## src/rtl/serial_compare_msb_sequencer_pkg.sv

```systemverilog
// Shared types and helpers for the MSB-first serial comparator sequencer.
package serial_cmp_pkg;

  // Sequencer control states
  typedef enum logic [1:0] {
    IDLE   = 2'd0,
    CLEAR  = 2'd1,
    SHIFT  = 2'd2,
    RESULT = 2'd3
  } seq_state_t;

  // Captured comparison result; err flags a non one-hot flag set
  typedef struct packed {
    logic lt;
    logic eq;
    logic gt;
    logic err;
  } cmp_result_t;

  localparam cmp_result_t RESULT_NONE = 4'b0000;

  // Returns 1 when exactly one of the three flags is set
  function automatic logic onehot3(input logic [2:0] flags);
    logic oh_s;
    case (flags)
      3'b001, 3'b010, 3'b100: oh_s = 1'b1;
      default:                oh_s = 1'b0;
    endcase
    return oh_s;
  endfunction

endpackage

```

## src/rtl/serial_compare_msb_sequencer_shifter.sv

```systemverilog
// Parallel-load shift register presenting its MSB; shifts left one bit per
// enabled cycle with zero fill. One instance per operand.
module serial_word_shifter #(
  parameter int WIDTH = 8
) (
  input  logic             clk,
  input  logic             rst,
  input  logic             load,
  input  logic             shift_en,
  input  logic [WIDTH-1:0] din,
  output logic             dout_msb
);

  logic [WIDTH-1:0] sh_r;

  // Load has priority over shift; otherwise the word is held
  always_ff @(posedge clk or negedge rst) begin
    if (!rst) begin
      sh_r <= '0;
    end else if (load) begin
      sh_r <= din;
    end else if (shift_en) begin
      sh_r <= {sh_r[WIDTH-2:0], 1'b0};
    end else begin
      sh_r <= sh_r;
    end
  end

  assign dout_msb = sh_r[WIDTH-1];

endmodule

```

## src/rtl/serial_compare_msb_sequencer.sv

```systemverilog
// Upstream driver and result collector for an MSB-first serial comparator.
// Accepts an operand pair, clears the comparator for one cycle, shifts both
// words out MSB first and captures lt/eq/gt on the LSB cycle into a held
// result with its own valid/ready handshake.
module serial_compare_msb_sequencer
  import serial_cmp_pkg::*;
#(
  parameter int WIDTH = 8
) (
  input  logic             clk,
  input  logic             rst,
  input  logic             in_valid,
  output logic             in_ready,
  input  logic [WIDTH-1:0] in_a,
  input  logic [WIDTH-1:0] in_b,
  output logic             cmp_rst,
  output logic             ser_a,
  output logic             ser_b,
  output logic             ser_valid,
  output logic             ser_last,
  input  logic             cmp_lt,
  input  logic             cmp_eq,
  input  logic             cmp_gt,
  output logic             res_valid,
  input  logic             res_ready,
  output logic             res_lt,
  output logic             res_eq,
  output logic             res_gt,
  output logic             res_err
);

  localparam int CNT_W = (WIDTH > 1) ? $clog2(WIDTH) : 1;
  localparam logic [CNT_W-1:0] CNT_FIRST_BIT = CNT_W'(WIDTH - 1);
  localparam logic [CNT_W-1:0] CNT_ONE       = CNT_W'(1);

  seq_state_t       state_r;
  seq_state_t       state_s;
  logic [CNT_W-1:0] bit_cnt_r;
  logic [CNT_W-1:0] bit_cnt_s;
  cmp_result_t      res_r;
  cmp_result_t      res_s;

  logic accept_s;
  logic shift_s;
  logic last_s;
  logic clear_s;
  logic msb_a_s;
  logic msb_b_s;

  // Handshake and phase decode; in_ready also sees res_ready so a held
  // result can be retired in the same cycle a new pair is accepted
  always_comb begin
    clear_s  = (state_r == CLEAR);
    shift_s  = (state_r == SHIFT);
    last_s   = shift_s && (bit_cnt_r == '0);
    in_ready = (state_r == IDLE) || ((state_r == RESULT) && res_ready);
    accept_s = in_valid && in_ready;
  end

  // One shifter per operand; a load only happens on an accepted pair
  serial_word_shifter #(
    .WIDTH (WIDTH)
  ) u_shift_a (
    .clk      (clk),
    .rst      (rst),
    .load     (accept_s),
    .shift_en (shift_s),
    .din      (in_a),
    .dout_msb (msb_a_s)
  );

  serial_word_shifter #(
    .WIDTH (WIDTH)
  ) u_shift_b (
    .clk      (clk),
    .rst      (rst),
    .load     (accept_s),
    .shift_en (shift_s),
    .din      (in_b),
    .dout_msb (msb_b_s)
  );

  // Next-state logic for the IDLE -> CLEAR -> SHIFT -> RESULT sequence
  always_comb begin
    state_s = state_r;
    case (state_r)
      IDLE: begin
        if (accept_s) begin
          state_s = CLEAR;
        end else begin
          state_s = IDLE;
        end
      end
      CLEAR: begin
        state_s = SHIFT;
      end
      SHIFT: begin
        if (last_s) begin
          state_s = RESULT;
        end else begin
          state_s = SHIFT;
        end
      end
      RESULT: begin
        if (accept_s) begin
          state_s = CLEAR;
        end else if (res_ready) begin
          state_s = IDLE;
        end else begin
          state_s = RESULT;
        end
      end
      default: begin
        state_s = IDLE;
      end
    endcase
  end

  // Bit counter: preset in CLEAR, counts down to zero across SHIFT
  always_comb begin
    bit_cnt_s = bit_cnt_r;
    if (clear_s) begin
      bit_cnt_s = CNT_FIRST_BIT;
    end else if (shift_s && !last_s) begin
      bit_cnt_s = bit_cnt_r - CNT_ONE;
    end else begin
      bit_cnt_s = bit_cnt_r;
    end
  end

  // Result capture on the LSB cycle; comparator flags are already final
  // there because they are combinational on the current bit
  always_comb begin
    res_s = res_r;
    if (last_s) begin
      res_s.lt  = cmp_lt;
      res_s.eq  = cmp_eq;
      res_s.gt  = cmp_gt;
      res_s.err = ~onehot3({cmp_lt, cmp_eq, cmp_gt});
    end else begin
      res_s = res_r;
    end
  end

  // State, counter and result registers; reset discards any in-flight word
  always_ff @(posedge clk or negedge rst) begin
    if (!rst) begin
      state_r   <= IDLE;
      bit_cnt_r <= '0;
      res_r     <= RESULT_NONE;
    end else begin
      state_r   <= state_s;
      bit_cnt_r <= bit_cnt_s;
      res_r     <= res_s;
    end
  end

  // Comparator is held cleared through reset and for the CLEAR cycle
  assign cmp_rst   = ~rst | clear_s;

  // Serial lanes idle at zero outside SHIFT so the comparator state holds
  assign ser_a     = shift_s & msb_a_s;
  assign ser_b     = shift_s & msb_b_s;
  assign ser_valid = shift_s;
  assign ser_last  = last_s;

  assign res_valid = (state_r == RESULT);
  assign res_lt    = res_r.lt;
  assign res_eq    = res_r.eq;
  assign res_gt    = res_r.gt;
  assign res_err   = res_r.err;

endmodule

```

## config.mk

```make
export PLATFORM = sky130hd
export DESIGN_NAME = serial_compare_msb_sequencer
export DESIGN_NICKNAME = d
export VERILOG_FILES = /design/src/rtl/serial_compare_msb_sequencer_pkg.sv /design/src/rtl/serial_compare_msb_sequencer_shifter.sv /design/src/rtl/serial_compare_msb_sequencer.sv
export SDC_FILE = /design/constraint.sdc
export NUM_CORES = 1
export LEC_CHECK = 0
export BUFFER_PORTS_ARGS = -buffer_cell sky130_fd_sc_hd__buf_2
export CORE_MARGIN = 8
export CORE_UTILIZATION = 51
export DETAILED_ROUTE_END_ITERATION = 10
export HOLD_SLACK_MARGIN = 0.02
export PLACE_DENSITY = 0.87
export REMOVE_ABC_BUFFERS = 1
export SLEW_MARGIN = 0
export SYNTH_ARGS = -nofsm -noshare
export SYNTH_HDL_FRONTEND = slang
export SYNTH_HIERARCHICAL = 1
export SYNTH_SLANG_ARGS = --single-unit
```

## constraint.sdc

```tcl
create_clock -name clk -period 2.1 [get_ports clk]
set_input_delay 0.525 -clock clk [delete_from_list [all_inputs] [get_ports clk]]
set_output_delay 0.525 -clock clk [all_outputs]
set_load 0.01 [all_outputs]
```

==> reports/results.ini, run 1 <==
[clock_tree]
cts.path.max_buffers = 2
cts.sinks = 25
cts-root-buf = clkbuf_4
cts_hold_buffers = 0
clk_latency_ns = 0.31
cts_tree = built
htreeDepth = 1
cts_buffers = 3
clk_pin_slew_worst_paths_ns = 0.13

[synth]
synth_top_family_by_area = multiplexers
async_flop_share = 1.00
synth_xor_area_frac = 0.00681
synth_flop_cell = dfrtp_1
synthCells = 120
synth-simple-area-share = 0.137
synth_compound_area_frac = 0.124
ys_types = 25
synth_seq_area_share = 0.486
yosysWarnings = 6
synth-edff-count = 0
ys_ff_latch = 25
avgSynthCellArea_um2 = 10.7
synth_adder_area_share = 0.0195
syn-cell-area_mm2 = 0.00129
synth_mux_area_frac = 0.156

[floorplan]
coreArea_mm2 = 0.00243
die_h_um = 66.2
boundaryPins = 34
die_area_mm2 = 0.00439
rows = 18
die_w_um = 66.2
start_util = 0.529

[timing]
fin_ws_ns = 0.0855
clock.fmax_mhz = 496
slew_violations = 0
finalCritPeriodShare = 0.959
timing.final.crit_period_ns = 2.01
setup_viol = 0
finClkSkew_ns = 0.00840
hold_viol_final = 0
slew_headroom = 0.762
tightestPinTransition_ns = 0.353

[critical_path]
crit_path_end_kind = output pin
r2r_cells = 5
path_max_fanout = 4
crit_arrival_ns = 1.49
rr_startpoint = state_r[0]
startpoint_type = flip-flop
r2r-end = u_shift_b/sh_r[0]
timing.critical_path.required_ns = 1.57
worstSetupEndpoint = ser_last
crit_start = bit_cnt_r[0]
r2r_setup_slack_ns = 0.42
criticalPathCategory = reg2out

[place]
hpwl_mm = 1.93
dp_slack_ns = 0.308
io_buffers = 33
gp_congestion = 0.745

[pwr]
seqPwrFrac = 0.399
power_leakage_nw = 0.774
power_density_mw_per_mm2 = 1390
switchingPower_uw = 803
intPower_mw = 1.31
combPwrFrac = 0.502
ir_worst_vdd_v = 0.000819
pwr-share-clk = 0.099
swShare = 0.380

[hold_path]
hold_class = in2async

[global_route]
grt_max_degree = 33
track_usage = 0.119
grt_antenna_before_repair = 0
grt_pass1_vias = 1016
grt_pass1_wl_mm = 4.18
overflow = 0

[detailed_routing]
vias_per_cell = 5.18
drt_pass1_iterations = 4
route.met2.wl_mm = 1.19
wl_per_cell_um = 13.6
drt-total-wl_mm = 2.55
wl_met1_mm = 1.12
route.detailed.drc = 0
wl_met3_um = 206
drt_iter0_markers = 51
highest_layer = met4
vias = 973
ant_nets = 0

[final_layout]
final_util = 0.623
fillCellCount = 219
multiInputGateArea_um2 = 579
diodes = 0
drive_gt1_frac = 0.373
final_common_cell = buf_2
area_delta_synth_final_pct = 17.8
seqCellArea_um2 = 627
mostFrequentLayoutCells = buf_2 (33), dfrtp_1 (24), nand2_1 (18)
nets = 184

[flow_run]
cap_violations = 0

[status]
status = finished clean

-- final cells by class --
cell class	count	area share
Tap cell	30	0.0248
Multi-Input combinational cell	83	0.382
Sequential cell	25	0.414
Clock buffer	3	0.0149
Inverter	5	0.0124
Timing Repair Buffer	41	0.149
Clock inverter	1	0.00330
-- worst min path at each step --
stage	endpoint	slack, ns	depth (start not counted)
floorplan	bit_cnt_r[0]	0.23	0
finish	state_r[0]	0.18	2
global placement	res_err	0.49	1
global route	u_shift_b/sh_r[3]	0.18	2
CTS	res_eq	0.18	2
detailed placement	res_err	0.49	1
-- timing repair --
action,in CTS,in global routing
buffers inserted,0,4
setup endpoints to repair,1,1
gates resized for setup,2,2
hold endpoints to repair,0,0
-- cell families after synthesis --
| family | count (synthesis) |
|---|---|
| mux | 18 |
| compound gates | 28 |
| xor+xnor | 1 |
| buf+inv | 12 |
| simple gates | 34 |
| fa+ha+maj | 2 |
| flops | 25 |
-- Yosys cell counts, types with 2 or more instances --
library cell / number / share of area
dfrtp_1: 25 / 0.49
nand2_1: 18 / 0.053
mux2i_1: 14 / 0.11
o21ai_1: 14 / 0.054
o21ai_0: 9 / 0.035
buf_6: 6 / 0.053
inv_1: 5 / 0.015
mux2_4: 4 / 0.047
and2_2: 3 / 0.018
nand2b_1: 3 / 0.015
nand3_1: 3 / 0.012
ha_1: 2 / 0.019
o22a_1: 2 / 0.014
-- layer usage --
layer  vias to the layer above  track usage
met1                       446        0.131
met2                        37        0.206
met4                         0       0.0400
li1                        486            -
met5                         -            0
met3                         4       0.0424
-- per-stage QoR --
stage / hold WS, ns / cell area (um2) / power (mW) / instances / TNS [ns]
final: 0.183 / 1520 / 2.11 / 188 / 0
after global routing: 0.184 / 1520 / 2.29 / 188 / -0.00125
after CTS: 0.183 / 1480 / 2.10 / 184 / 0
after detailed placement: 0.493 / 1450 / 1.88 / 180 / 0
after global placement: 0.491 / 1450 / 1.82 / 180 / 0
after floorplan: 0.229 / 1210 / 1.55 / 113 / 0
-- sequential cells by signal, indices dropped and copies added, names as in the netlist --
register / cells
u_shift_b/sh_r: 8
state_r: 2
res_lt: 1
res_gt: 1
res_eq: 1
res_err: 1
u_shift_a/sh_r: 8
bit_cnt_r: 3
-- critical path: stages (launching register included) --
cell and delay (ns):
dfrtp_1 0.41, inv_1 0.10, ha_2 0.19, nor2b_4 0.17, and2_4 0.18, buf_2 0.13
-- power by group through the flow --
| stage | Clock [mW] | Sequential [mW] | Combinational (mW) |
|---|---|---|---|
| final | 0.209 | 0.844 | 1.06 |
| after global routing | 0.235 | 0.874 | 1.18 |
| after CTS | 0.218 | 0.847 | 1.03 |
| after detailed placement | 0 | 0.856 | 1.03 |
| after global placement | 0 | 0.841 | 0.981 |
| after floorplan | 0 | 0.837 | 0.712 |
Power figures use the tool's default switching activity.
==> run 2: changes to the inputs <==
--- a/config.mk
+++ b/config.mk
@@ -5,12 +5,15 @@
 export SDC_FILE = /design/constraint.sdc
 export NUM_CORES = 1
 export LEC_CHECK = 0
+export ABC_CLOCK_PERIOD_IN_PS = 2100
 export BUFFER_PORTS_ARGS = -buffer_cell sky130_fd_sc_hd__buf_2
 export CORE_MARGIN = 8
 export CORE_UTILIZATION = 51
+export CTS_CLUSTER_SIZE = 16
 export DETAILED_ROUTE_END_ITERATION = 10
 export HOLD_SLACK_MARGIN = 0.02
 export PLACE_DENSITY = 0.87
+export RECOVER_POWER = 100
 export REMOVE_ABC_BUFFERS = 1
 export SLEW_MARGIN = 0
 export SYNTH_ARGS = -nofsm -noshare
==> reports/results.ini, run 2 (synthesis gave the netlist of run 1 again) <==
[clock_tree]
cts_buffers = 3  ; unchanged
cts_tree = built  ; unchanged
htreeDepth = 1  ; unchanged
cts.sinks = 25  ; unchanged
cts.path.max_buffers = 2  ; unchanged
clk_pin_slew_worst_paths_ns = 0.13  ; about the same
cts-root-buf = clkbuf_4  ; unchanged
cts_hold_buffers = 0  ; unchanged
clk_latency_ns = 0.31  ; about the same

[critical_path]
crit_path_end_kind = output pin  ; unchanged
criticalPathCategory = reg2out  ; unchanged
rr_startpoint = state_r[0]  ; unchanged
crit_path_max_incr_delay_ns = 0.41  ; about the same
crit_path_cell_trace = inv_1, ha_2, nor2b_4, and2_4, buf_2  ; unchanged
cpMaxStageDelayCell = dfrtp_1  ; unchanged
path_max_fanout = 4  ; unchanged
crit_start = bit_cnt_r[0]  ; unchanged
startpoint_type = flip-flop  ; unchanged
crit_arrival_ns = 1.49  ; about the same
timing.critical_path.required_ns = 1.57  ; about the same

[global_route]
track_usage = 0.119  ; unchanged
grt_pass1_vias = 1016  ; unchanged
grtUsageMet3 = 0.0424  ; unchanged
met1_usage = 0.131  ; unchanged
grt_antenna_before_repair = 0  ; unchanged
overflow = 0  ; unchanged
use_met2 = 0.206  ; unchanged
grt_max_degree = 33  ; unchanged
top_usage_layer = met2  ; unchanged
grt_pass1_wl_mm = 4.18  ; unchanged

[final_layout]
final_common_cell = buf_2  ; unchanged
mostFrequentLayoutCells = buf_2 (29), dfrtp_1 (24), nand2_1 (18)  ; was buf_2 (33), dfrtp_1 (24), nand2_1 (18)
fillCellCount = 219  ; unchanged
drive_gt1_frac = 0.342  ; was 0.373
diodes = 0  ; unchanged
nets = 184  ; unchanged
area_delta_synth_final_pct = 17.1  ; was 17.8%
fin_cells = 188  ; unchanged
reg.largest.list = u_shift_a/sh_r (8), u_shift_b/sh_r (8), bit_cnt_r (3)  ; unchanged

[status]
status = finished clean  ; unchanged

[detailed_routing]
drt_pass1_iterations = 4  ; unchanged
drt_iter0_markers = 49  ; was 51
vias_per_cell = 5.15  ; was 5.18
wl_per_cell_um = 13.7  ; was 13.6 um
vias = 969  ; was 973
route.detailed.drc = 0  ; unchanged
drt-total-wl_mm = 2.57  ; was 2.55 mm
ant_nets = 0  ; unchanged

[pwr]
ir_worst_vdd_v = 0.000817  ; was 0.000819 V
power_density_mw_per_mm2 = 1400  ; was 1390 mW/mm2
power_leakage_nw = 0.757  ; was 0.774 nW

[timing]
slew_headroom = 0.111  ; was 0.762
slew_violations = 0  ; unchanged
finClkSkew_ns = 0.00711  ; was 0.00840 ns
setup_viol = 0  ; unchanged
fin_ws_ns = 0.0824  ; was 0.0855 ns
timing.final.crit_period_ns = 2.02  ; was 2.01 ns
finalCritPeriodShare = 0.961  ; was 0.959
clock.fmax_mhz = 496  ; about the same
tightestPinTransition_ns = 1.33  ; was 0.353 ns
hold_viol_final = 0  ; unchanged

[place]
io_buffers = 33  ; unchanged
gp_congestion = 0.745  ; unchanged
place_inst = 180  ; unchanged
dp_slack_ns = 0.308  ; unchanged
hpwl_mm = 1.93  ; unchanged

[floorplan]
start_util = 0.529  ; unchanged
die_w_um = 66.2  ; unchanged
die_area_mm2 = 0.00439  ; unchanged
boundaryPins = 34  ; unchanged
die_h_um = 66.2  ; unchanged
coreArea_mm2 = 0.00243  ; unchanged
rows = 18  ; unchanged

[flow_run]
cap_violations = 0  ; unchanged

[hold_path]
hold_class = in2reg  ; was in2async
hold_start = in_a[0]

[run 2: cell count changes in the layout (fill, tap and decap cells not counted)]
cell	delta
buf_2	-4
buf_4	-1
clkbuf_1	+5
[run 2: report_power, final]
part	internal, mW	leakage [nW]	switching [mW]	total, mW
registers	0.695	0.311	0.149	0.844
logic	0.533	0.428	0.518	1.05
clock network	0.0712	0.0177	0.137	0.208
total	1.30	0.757	0.804	2.10
[run 2: worst max-delay path: cells and delay by family, from the launching register on]
kind | cells | cell delay, ns
AND/OR/NAND/NOR | 2 | 0.35
flip-flops | 1 | 0.41
buffers and inverters | 2 | 0.23
adder cells (fa/ha/maj) | 1 | 0.19
[run 2: final timing paths]
| kind | to | slack [ns] | depth (start not counted) |
|---|---|---|---|
| worst max register to register | u_shift_b/sh_r[0] | 0.41 | 5 |
| min in group asynchronous | state_r[1] | 0.58 | 2 |
| max in group asynchronous | state_r[1] | 0.66 | 2 |
| worst max-delay path | ser_last | 0.08 | 5 |
| worst min register to register | res_err | 0.53 | 1 |
| worst min-delay path | u_shift_a/sh_r[0] | 0.41 | 3 |
[run 2: through the flow]
stage                     total power, mW  utilization  instance area, um2  hold slack (ns)   TNS, ns
final                                2.10        0.619                1510            0.411         0
after global routing                 2.29        0.619                1510            0.403  -0.00125
after CTS                            2.10        0.608                1480            0.183         0
after detailed placement             1.88        0.595                1450            0.493         0
after global placement               1.82        0.595                1450            0.491         0
after floorplan                      1.55            -                1210            0.229         0
[run 2: final cells by class]
cell class              count  area [um2]  share of cell area
clock buffers               3        22.5              0.0150
clock inverters             1        5.00             0.00332
inverters                   5        18.8              0.0125
multi-input cells          83         579               0.385
flip-flops and latches     25         627               0.416
well taps                  30        37.5              0.0249
repair buffers             41         216               0.144
[run 2: layer usage]
layer  up-vias  routed length (um)
met4         0                  31
met5         -                   0
li1        485                   -
met2        36                1200
met3         4                 207
met1       444                1130
[run 2: repair_timing]
action | in CTS | in global routing
pin swaps | 0 | 0
resized for setup | 2 | 2
setup endpoints to repair | 1 | 1
setup buffers | 0 | 4
gates cloned | 0 | 0
==> run 3: changes to the inputs <==
--- a/config.mk
+++ b/config.mk
@@ -5,14 +5,15 @@
 export SDC_FILE = /design/constraint.sdc
 export NUM_CORES = 1
 export LEC_CHECK = 0
-export ABC_CLOCK_PERIOD_IN_PS = 2100
+export ABC_AREA = 1
+export ABC_CLOCK_PERIOD_IN_PS = 1790
 export BUFFER_PORTS_ARGS = -buffer_cell sky130_fd_sc_hd__buf_2
 export CORE_MARGIN = 8
-export CORE_UTILIZATION = 51
+export CORE_UTILIZATION = 46
 export CTS_CLUSTER_SIZE = 16
 export DETAILED_ROUTE_END_ITERATION = 10
 export HOLD_SLACK_MARGIN = 0.02
-export PLACE_DENSITY = 0.87
+export PLACE_DENSITY = 0.83
 export RECOVER_POWER = 100
 export REMOVE_ABC_BUFFERS = 1
 export SLEW_MARGIN = 0
==> constraint.sdc (replaced) <==
create_clock -name clk -period 1.79 [get_ports clk]
set_input_delay 0.4475 -clock clk [delete_from_list [all_inputs] [get_ports clk]]
set_output_delay 0.4475 -clock clk [all_outputs]
set_load 0.01 [all_outputs]
==> reports/results.ini, run 3 <==
[timing]
finalCritPeriodShare = 0.961
tightestPinTransition_ns = 1.28  ; was 1.33 ns
fin_ws_ns = 0.0694  ; was 0.0824 ns
timing.final.crit_period_ns = 1.72
setup_viol = 0  ; unchanged
hold_viol_final = 0  ; unchanged
hold_ws_ns = 0.332  ; was 0.411 ns
finClkSkew_ns = 0.00246  ; was 0.00711 ns
slew_violations = 0  ; unchanged
clock.fmax_mhz = 581
slew_headroom = 0.143  ; was 0.111

[detailed_routing]
wl_per_cell_um = 11.9  ; was 13.7 um
drt_pass1_iterations = 6  ; was 4
vias = 1128  ; was 969
drt-total-wl_mm = 2.78  ; was 2.57 mm
route.detailed.drc = 0  ; unchanged
drt_iter0_markers = 41  ; was 49
vias_per_cell = 4.82  ; was 5.15
ant_nets = 0  ; unchanged

[clock_tree]
cts_hold_buffers = 0  ; unchanged
cts-root-buf = clkbuf_4  ; unchanged
cts.path.max_buffers = 2  ; unchanged
cts_tree = built  ; unchanged
cts.sinks = 25  ; unchanged
htreeDepth = 1  ; unchanged
cts_buffers = 3  ; unchanged
clk_pin_slew_worst_paths_ns = 0.13  ; about the same
clk_latency_ns = 0.31  ; about the same

[synth]
async_flop_share = 1.00  ; unchanged
yosys-top-cells-count = nand2_1 (62), nand3_1 (34), dfrtp_1 (25)  ; was dfrtp_1 (25), nand2_1 (18), mux2i_1 (14), o21ai_1 (14), o21ai_0 (9)
synth_top_area_share = 0.491  ; was 0.486
ys_ff_latch = 25  ; unchanged
yosysWarnings = 6  ; unchanged
synthCells = 160  ; was 120
synth_flop_cell = dfrtp_1  ; unchanged
avgSynthCellArea_um2 = 7.96  ; was 10.7 um2
synth-edff-count = 0  ; unchanged
ys_types = 16  ; was 25
synth_most_common_cell = nand2_1  ; was dfrtp_1
yosys-top-cells-area = dfrtp_1 (49%), nand2_1 (18%), nand3_1 (13%), inv_1 (3.8%), nor2_8 (3.1%)  ; was dfrtp_1 (49%), mux2i_1 (11%), o21ai_1 (5.4%), nand2_1 (5.3%), buf_6 (5.3%)
syn-cell-area_mm2 = 0.00127  ; was 0.00129 mm2
synth_area_leader_cell = dfrtp_1  ; unchanged
synth_seq_area_share = 0.491  ; was 0.486

[pwr]
power_density_mw_per_mm2 = 1650  ; was 1400 mW/mm2
total_power_mw = 2.58  ; was 2.10 mW
power_leakage_nw = 0.872  ; was 0.757 nW
ir_worst_vdd_v = 0.000868  ; was 0.000817 V

[hold_path]
hold_class = in2reg  ; unchanged

[final_layout]
reg.largest.list = u_shift_a/sh_r (8), u_shift_b/sh_r (8), bit_cnt_r (3)  ; unchanged
final_common_cell = nand2_1  ; was buf_2
mostFrequentLayoutCells = nand2_1 (60), nand3_1 (34), buf_2 (31)  ; was buf_2 (29), dfrtp_1 (24), nand2_1 (18)
diodes = 0  ; unchanged
nets = 229  ; was 184
drive_gt1_frac = 0.315  ; was 0.342
area_delta_synth_final_pct = 22.9  ; was 17.1%
final_util = 0.583  ; was 0.619
finish.instance_area_mm2 = 0.00157  ; was 0.00151 mm2

[status]
status = finished clean  ; unchanged

[critical_path]
crit_path_max_incr_delay_ns = 0.47  ; was 0.41 ns
path_delay_family = flip-flops  ; unchanged
crit_path_end_kind = output pin  ; unchanged
criticalPathCategory = reg2out  ; unchanged
crit_buf_inv = 2  ; unchanged
crit_arrival_ns = 1.27  ; was 1.49 ns
cpMaxStageDelayCell = dfrtp_2  ; was dfrtp_1
startpoint_type = flip-flop  ; unchanged
timing.critical_path.required_ns = 1.34  ; was 1.57 ns
crit_path_cell_trace = buf_4, nor2_2, buf_2  ; was inv_1, ha_2, nor2b_4, and2_4, buf_2
path_max_fanout = 6  ; was 4

[global_route]
grt_pass1_wl_mm = 4.60  ; was 4.18 mm
grt_pass1_vias = 1088  ; was 1,016
overflow = 0  ; unchanged
grt_antenna_before_repair = 0  ; unchanged
track_usage = 0.126  ; was 0.119
grt_max_degree = 26  ; was 33

[floorplan]
die_w_um = 68.6  ; was 66.2 um
die_h_um = 68.6  ; was 66.2 um
start_util = 0.474  ; was 0.529
die_area_mm2 = 0.00471  ; was 0.00439 mm2
coreArea_mm2 = 0.00269  ; was 0.00243 mm2
boundaryPins = 34  ; unchanged
rows = 19  ; was 18

[place]
hpwl_mm = 2.05  ; was 1.93 mm
io_buffers = 33  ; unchanged
gp_congestion = 0.818  ; was 0.745
dp_slack_ns = 0.297  ; was 0.308 ns
placed_cell_area_mm2 = 0.00149  ; was 0.00145 mm2

[flow_run]
cap_violations = 0  ; unchanged

-- run 3: cell types whose count changed in the layout (fill, tap and decap cells not counted), sizes merged, moves of 4 or more --
cell / before / now
nor2: 1 / 8
buf: 36 / 41
and2: 5 / 0
o21ai: 23 / 2
nand2: 18 / 65
nand3: 3 / 34
inv: 5 / 18
mux2: 4 / 0
mux2i: 14 / 0
-- run 3: repair_timing --
| action | 4_1_cts | 5_1_grt |
|---|---|---|
| setup buffers | 2 | 4 |
| endpoints found under the hold margin | 0 | 0 |
| pin swaps | 1 | 3 |
| resized for setup | 1 | 5 |
| endpoints found under the setup margin | 1 | 3 |
-- run 3: power by group --
group          internal [mW]  switching [mW]  total [mW]
clock                 0.0834           0.164       0.247
combinational          0.558           0.813        1.37
sequential             0.813           0.153       0.966
-- run 3: area by class of cell --
cell class	instances	area, um2
well taps	31	38.8
inverters	18	67.6
fillers	243	1120
flip-flops and latches	25	627
repair buffers	43	254
multi-input cells	113	551
clock inverters	1	5.00
clock buffers	3	22.5
-- run 3: final timing paths --
| kind | start | endpoint | slack [ns] | cells after the start |
|---|---|---|---|---|
| max in group asynchronous | rst | state_r[0] | 0.39 | 2 |
| max | state_r[0] | ser_valid | 0.07 | 3 |
| min in group asynchronous | rst | bit_cnt_r[0] | 0.56 | 2 |
| min | in_a[0] | u_shift_a/sh_r[0] | 0.33 | 3 |
| max reg2reg | state_r[1] | u_shift_a/sh_r[7] | 0.29 | 8 |
| min reg2reg | res_err | res_err | 0.49 | 2 |
-- run 3: worst min-delay path: stages --
cell and delay (ns):
buf_2 0.07, nand2_1 0.04, nand2_1 0.05
-- run 3: cell families (layout without fill, tap and decap cells) --
family / Yosys count / in the layout / synth area share
and+or+nand+nor: 107 / 107 / 0.388
DFF: 25 / 25 / 0.491
buffers and inverters: 22 / 65 / 0.0825
AOI/OAI and AO/OA: 4 / 4 / 0.0187
adders and majority gates: 2 / 2 / 0.0196
-- run 3: routing by layer --
| layer | wire (um) | global-route usage |
|---|---|---|
| met5 | 0 | 0 |
| met4 | 21 | 0.0384 |
| met3 | 80 | 0.0242 |
| met2 | 1410 | 0.217 |
| met1 | 1260 | 0.156 |
-- run 3: per-stage QoR --
step                      TNS [ns]  cells
after CTS                        0    230
after floorplan              -6.55    156
final                            0    234
after detailed placement         0    224
after global routing       -0.0280    234
after global placement           0    224
